### config.mk
export PLATFORM = sky130hd
export DESIGN_NAME = arb_client
export DESIGN_NICKNAME = d
export VERILOG_FILES = /design/src/rtl/arb_client.sv
export SDC_FILE = /design/constraint.sdc
export NUM_CORES = 1
export LEC_CHECK = 0
export ABC_AREA = 1
export BUFFER_PORTS_ARGS = -buffer_cell sky130_fd_sc_hd__buf_2
export CAP_MARGIN = 20
export CORE_AREA = 8 8 115 85
export DETAILED_ROUTE_END_ITERATION = 8
export DIE_AREA = 0 0 123 93
export GPL_TIMING_DRIVEN = 0
export PLACE_DENSITY = 0.78
export SKIP_LAST_GASP = 1
export SYNTH_ARGS = -nofsm -noshare
export SYNTH_HDL_FRONTEND = slang
export SYNTH_SLANG_ARGS = --single-unit
### constraint.sdc
create_clock -name clk -period 3.2 [get_ports clk]
set_clock_uncertainty 0.1 [all_clocks]
set_input_delay 0.96 -clock clk [delete_from_list [all_inputs] [get_ports clk]]
set_output_delay 0.96 -clock clk [all_outputs]
set_load 0.005 [all_outputs]
### src/rtl/arb_client.sv
// arb_client: requester-side controller for the req/gnt/done/dly/reset/tout arbiter handshake.
module arb_client #(
  parameter int LEN_W    = 8,
  parameter int HOLD_W   = 4,
  parameter int GNT_WAIT = 32
) (
  input  logic              clk,
  input  logic              rst,
  input  logic              start,
  input  logic [LEN_W-1:0]  len,
  input  logic [HOLD_W-1:0] hold,
  output logic              busy,
  output logic              xfer_en,
  output logic              complete,
  output logic [1:0]        err,
  output logic              req,
  input  logic              gnt,
  output logic              done,
  output logic              dly,
  output logic              reset,
  input  logic              tout
);
  typedef enum logic [2:0] {IDLE, REQ, XFER, FIN, HOLD, REL} state_t;
  state_t r_state, w_nxt;
  logic [LEN_W-1:0]  r_cnt, w_cnt;
  logic [HOLD_W-1:0] r_hold, w_hold, r_hcnt, w_hcnt;
  logic [31:0]       r_wait, w_wait;
  logic [1:0]        r_err, w_err;
  logic              r_abort, w_abort, w_xfer;
  logic              r_busy, r_xfer, r_complete, r_req, r_done, r_dly, r_reset;
  // Outputs are registered from the next-state decode, so each one lines up with the state it belongs to.
  always_comb begin
    w_nxt   = r_state;
    w_cnt   = r_cnt;
    w_hold  = r_hold;
    w_hcnt  = r_hcnt;
    w_wait  = r_wait;
    w_err   = r_err;
    w_abort = r_abort;
    w_xfer  = 1'b0;
    case (r_state)
      IDLE: if (start) begin
        w_nxt   = REQ;
        w_cnt   = len;
        w_hold  = hold;
        w_err   = 2'b00;
        w_abort = 1'b0;
        w_wait  = '0;
      end
      REQ: if (gnt) begin
        w_nxt  = (r_cnt == '0) ? FIN : XFER;
        w_xfer = (r_cnt != '0);
        w_cnt  = (r_cnt == '0) ? r_cnt : r_cnt - LEN_W'(1);
      end else if (GNT_WAIT != 0 && r_wait == 32'(GNT_WAIT - 1)) begin
        w_nxt = REL;
        w_err = 2'b10;
      end else begin
        w_wait = r_wait + 32'd1;
      end
      XFER: if (tout) begin
        w_nxt   = FIN;
        w_abort = 1'b1;
        w_err   = 2'b01;
      end else if (r_cnt == '0) begin
        w_nxt = FIN;
      end else if (gnt) begin
        w_xfer = 1'b1;
        w_cnt  = r_cnt - LEN_W'(1);
      end
      FIN: begin
        w_nxt  = (r_hold > HOLD_W'(1)) ? HOLD : REL;
        w_hcnt = r_hold - HOLD_W'(2);
      end
      HOLD: if (r_hcnt == '0) w_nxt = REL; else w_hcnt = r_hcnt - HOLD_W'(1);
      REL: if (!gnt) w_nxt = IDLE;
      default: w_nxt = IDLE;
    endcase
  end
  always_ff @(posedge clk) begin
    if (rst) begin
      r_state    <= IDLE;
      r_cnt      <= '0;
      r_hold     <= '0;
      r_hcnt     <= '0;
      r_wait     <= '0;
      r_err      <= 2'b00;
      r_abort    <= 1'b0;
      r_busy     <= 1'b0;
      r_xfer     <= 1'b0;
      r_complete <= 1'b0;
      r_req      <= 1'b0;
      r_done     <= 1'b0;
      r_dly      <= 1'b0;
      r_reset    <= 1'b0;
    end else begin
      r_state    <= w_nxt;
      r_cnt      <= w_cnt;
      r_hold     <= w_hold;
      r_hcnt     <= w_hcnt;
      r_wait     <= w_wait;
      r_err      <= w_err;
      r_abort    <= w_abort;
      r_busy     <= w_nxt != IDLE;
      r_xfer     <= w_xfer;
      r_complete <= r_state == REL && w_nxt == IDLE;
      r_req      <= w_nxt == REQ;
      r_done     <= w_nxt == FIN && !w_abort;
      r_dly      <= (w_nxt == FIN && w_hold != '0) || w_nxt == HOLD;
      r_reset    <= w_nxt == FIN && w_abort;
    end
  end
  assign busy     = r_busy;
  assign xfer_en  = r_xfer;
  assign complete = r_complete;
  assign err      = r_err;
  assign req      = r_req;
  assign done     = r_done;
  assign dly      = r_dly;
  assign reset    = r_reset;
endmodule
==> flow_results.xml <==
<?xml version="1.0" encoding="UTF-8"?>
<metrics>
  <group name="pwr">
    <metric name="power_frac_comb" unit="%">25.8</metric>
    <metric name="p_int" unit="mW">1.63</metric>
    <metric name="report.power.total" unit="mW">2.50</metric>
    <metric name="power_leakage" unit="nW">1.87</metric>
    <metric name="ir_worst_vdd" unit="V">0.000361</metric>
    <metric name="p_per_area" unit="nW/um2">563</metric>
    <metric name="p_seq_share" unit="%">34.2</metric>
    <metric name="power.net_switching" unit="mW">0.873</metric>
    <metric name="power.share.switching" unit="%">34.9</metric>
    <metric name="clkPwrFrac" unit="%">40.0</metric>
  </group>
  <group name="clock_tree">
    <metric name="post-cts-setup-buffer-count" unit="">0</metric>
    <metric name="cts_root_buffer" unit="">clkbuf_16</metric>
    <metric name="cts_tree" unit="">yes</metric>
    <metric name="cts.path.max_buffers" unit="">2</metric>
    <metric name="clk-insertion-delay-late" unit="ns">0.34</metric>
    <metric name="clk_sink_count" unit="">61</metric>
    <metric name="holdBufCountCts" unit="">0</metric>
    <metric name="htree_levels" unit="">3</metric>
    <metric name="ctsResizeCount" unit="">0</metric>
    <metric name="cts.clk_slew.worst_paths" unit="ns">0.06</metric>
    <metric name="numCtsBuffers" unit="">9</metric>
  </group>
  <group name="floorplanning">
    <metric name="design.die.area" unit="um2">11400</metric>
    <metric name="start_util" unit="%">47.8</metric>
    <metric name="design.core.area" unit="um2">8130</metric>
    <metric name="fp.dieW" unit="um">123</metric>
    <metric name="i_o_pin_count" unit="">26</metric>
    <metric name="std_cell_rows" unit="">28</metric>
    <metric name="die_height" unit="um">93</metric>
  </group>
  <group name="synthesis">
    <metric name="synth.ff_latch_count" unit="">61</metric>
    <metric name="yosysWarningCount" unit="">0</metric>
    <metric name="synth.lib_cells_used.distinct" unit="">27</metric>
    <metric name="per_instance_average_area_after_synthesis" unit="um2">5.76</metric>
    <metric name="synth.net_count" unit="">695</metric>
    <metric name="netlist_area" unit="um2">3880</metric>
    <metric name="netlist_instances" unit="">674</metric>
    <metric name="synth.yosys.seq_area_share" unit="%">31.4</metric>
  </group>
  <group name="global_route">
    <metric name="grt_first_pass_wirelength" unit="mm">17.8</metric>
    <metric name="grt_remaining_overflow" unit="">0</metric>
    <metric name="grt_pass1_vias" unit="">3874</metric>
    <metric name="grt_start_max_net_pins" unit="">14</metric>
    <metric name="grt_usage" unit="%">19.5</metric>
    <metric name="grt_antenna_before_repair" unit="">0</metric>
  </group>
  <group name="critical_path">
    <metric name="worst_setup_path_start_kind" unit="">flip-flop</metric>
    <metric name="cp_slowest_stage_delay" unit="ns">0.39</metric>
    <metric name="crit_slowest_cell" unit="">ha_1</metric>
    <metric name="worst-endpoint-arrival" unit="ns">2.59</metric>
    <metric name="timing.setup.critical_path_class" unit="">reg2reg</metric>
    <metric name="critical_path.max_fanout" unit="">10</metric>
    <metric name="cpMostUsedCell" unit="">nor2_1</metric>
    <metric name="reg2regPathDepth" unit="">12</metric>
    <metric name="setup.worst_path.end_class" unit="">flip-flop</metric>
    <metric name="crit_path_cell_trace" unit="">ha_1, inv_2, nor2_2, nand2_1, nor2_2, nand3_2, nand2_2, buf_6, buf_6, nor2_1, nor2_1, nor2_1</metric>
    <metric name="worst-endpoint-required" unit="ns">3.31</metric>
  </group>
  <group name="timing">
    <metric name="layout_min_cycle_time" unit="ns">2.48</metric>
    <metric name="maximum_frequency_from_static_timing_analysis" unit="GHz">0.404</metric>
    <metric name="worst-slew-pin-transition" unit="ns">0.631</metric>
    <metric name="final_hold_violation_count" unit="">0</metric>
    <metric name="fin_worst_hold_slack" unit="ns">0.368</metric>
    <metric name="worst_slew_margin_rel" unit="%">57.9</metric>
    <metric name="setup_viol" unit="">0</metric>
    <metric name="grt_setup_unrepaired" unit="">no</metric>
    <metric name="final.period_utilization" unit="%">77.4</metric>
    <metric name="finalMaxSlewViolations" unit="">0</metric>
    <metric name="tns" unit="ns">0</metric>
  </group>
  <group name="placed_design">
    <metric name="place.gp.congestion" unit="">0.958</metric>
    <metric name="detailedPlacementHpwl" unit="mm">8.14</metric>
    <metric name="placed_cell_area" unit="um2">4140</metric>
    <metric name="portBuffers" unit="">24</metric>
  </group>
  <group name="drt">
    <metric name="route.vias.total" unit="">4255</metric>
    <metric name="vias_per_cell" unit="">5.20</metric>
    <metric name="detail-route-antenna-nets" unit="">0</metric>
    <metric name="route.final.wire_length" unit="mm">10.9</metric>
    <metric name="initial_drt_pass_iterations" unit="">5</metric>
    <metric name="drc" unit="">0</metric>
    <metric name="routedWlPerCell" unit="um">13.3</metric>
    <metric name="number_of_drc_violations_after_detailed_routing_iteration_0" unit="">278</metric>
  </group>
  <group name="job">
    <metric name="maxCapViolCount" unit="">0</metric>
  </group>
  <group name="layout">
    <metric name="design.final.nets" unit="">730</metric>
    <metric name="ant_cells" unit="">0</metric>
    <metric name="post_route_design_area" unit="um2">4450</metric>
    <metric name="area_growth_syn_to_layout" unit="%">14.4</metric>
    <metric name="post_route_cells_drive_above_1_share" unit="%">8.12</metric>
  </group>
  <group name="outcome">
    <metric name="status" unit="">finished clean</metric>
  </group>
  <group name="hold_path">
    <metric name="worstHoldPathCells" unit="">2</metric>
    <metric name="worst_hold_path_type" unit="">reg2reg</metric>
  </group>
</metrics>
==> power groups by stage <==
stage	sequential, mW	combinational, mW	clock, mW
final	0.855	0.645	1.00
after global routing	0.863	0.721	1.05
after CTS	0.855	0.638	1.02
after detailed placement	0.870	0.632	0
after global placement	0.867	0.616	0
after floorplan	0.864	0.465	0
==> layer usage <==
layer	up-vias	global-route usage, %	share of wire (%)
met1	1907	26.1	49
li1	2183	-	-
met2	144	30.1	43
met5	-	0	0
met3	21	5.00	6.2
met4	0	6.69	2.0
==> synth_stat cells (all sizes together) <==
cell | count | area [um2]
and2 | 1 | 6.26
xor2 | 8 | 70.1
o21ai | 25 | 125
dfxtp | 61 | 1220
a21oi | 41 | 220
xnor2 | 2 | 17.5
a211oi | 2 | 15.0
ha | 4 | 50.1
buf | 7 | 53.8
inv | 72 | 270
nor3 | 11 | 66.3
a31oi | 1 | 6.26
and3 | 1 | 6.26
nand3b | 4 | 30.0
clkbuf | 9 | 33.8
nand2 | 217 | 820
nand3 | 48 | 245
nor2 | 152 | 578
nand4 | 8 | 50.1
==> cell type report <==
type / count / area, um2
Fill cell: 836 / 3680
Multi-Input combinational cell: 525 / 2310
Sequential cell: 61 / 1220
Inverter: 72 / 270
Clock buffer: 9 / 225
Tap cell: 105 / 131
Timing Repair Buffer: 24 / 120
Buffer: 16 / 87.6
Clock inverter: 7 / 83.8
==> cells by family after synthesis <==
group	after synthesis	synth area share [%]
AO/OA/AOI/OAI	69	9.44
AND/OR/NAND/NOR	442	46.4
flip-flops	61	31.4
XOR/XNOR	10	2.25
buffers and inverters	88	9.21
adder cells (fa/ha/maj)	4	1.29
==> through the flow <==
step | setup WS [ns] | std cells | utilization, %
after floorplan | 1.22 | 674 | -
after global placement | 0.831 | 803 | 50.9
after detailed placement | 0.796 | 803 | 50.9
after CTS | 0.782 | 819 | 54.7
after global routing | 0.566 | 819 | 54.7
final | 0.725 | 819 | 54.7
==> worst max-delay path: cells and delay by family (launching register included) <==
kind / cells / cell delay [ns]
simple gates: 8 / 1.07
buf+inv: 3 / 0.42
fa+ha+maj: 1 / 0.39
flops: 1 / 0.37
==> layout by cell type, fill, tap and decap left out, types with 2 or more instances in the layout <==
cell / netlist / layout
nor2_2: 3 / 3
nor3_1: 10 / 10
nand2_2: 2 / 2
nand2_1: 215 / 215
clkbuf_1: 9 / 9
nand3b_1: 4 / 4
a21oi_1: 39 / 39
buf_6: 3 / 3
nand3_1: 47 / 47
clkbuf_16: 0 / 9
nand4_1: 8 / 8
dfxtp_1: 61 / 61
inv_2: 2 / 2
clkinv_4: 0 / 3
nor2_1: 149 / 149
xnor2_1: 2 / 2
ha_1: 4 / 4
buf_2: 4 / 28
o21ai_0: 25 / 25
xor2_1: 8 / 8
a211oi_1: 2 / 2
inv_1: 70 / 70
==> sequential cells by signal, indices dropped and copies added, names as in the netlist, 2 cells and up <==
name	flops
r_hold	4
r_state	3
r_wait	32
r_hcnt	4
r_cnt	8
err	2
==> path summary, 6_finish.rpt <==
check	start	endpoint	slack, ns
worst max-delay path	r_wait[1]	r_wait[30]	0.72
worst min-delay path	r_cnt[7]	r_cnt[7]	0.37
worst max register to register	r_wait[1]	r_wait[30]	0.72
worst min register to register	r_cnt[7]	r_cnt[7]	0.37
Note: power is estimated with default switching activity, not from simulation.
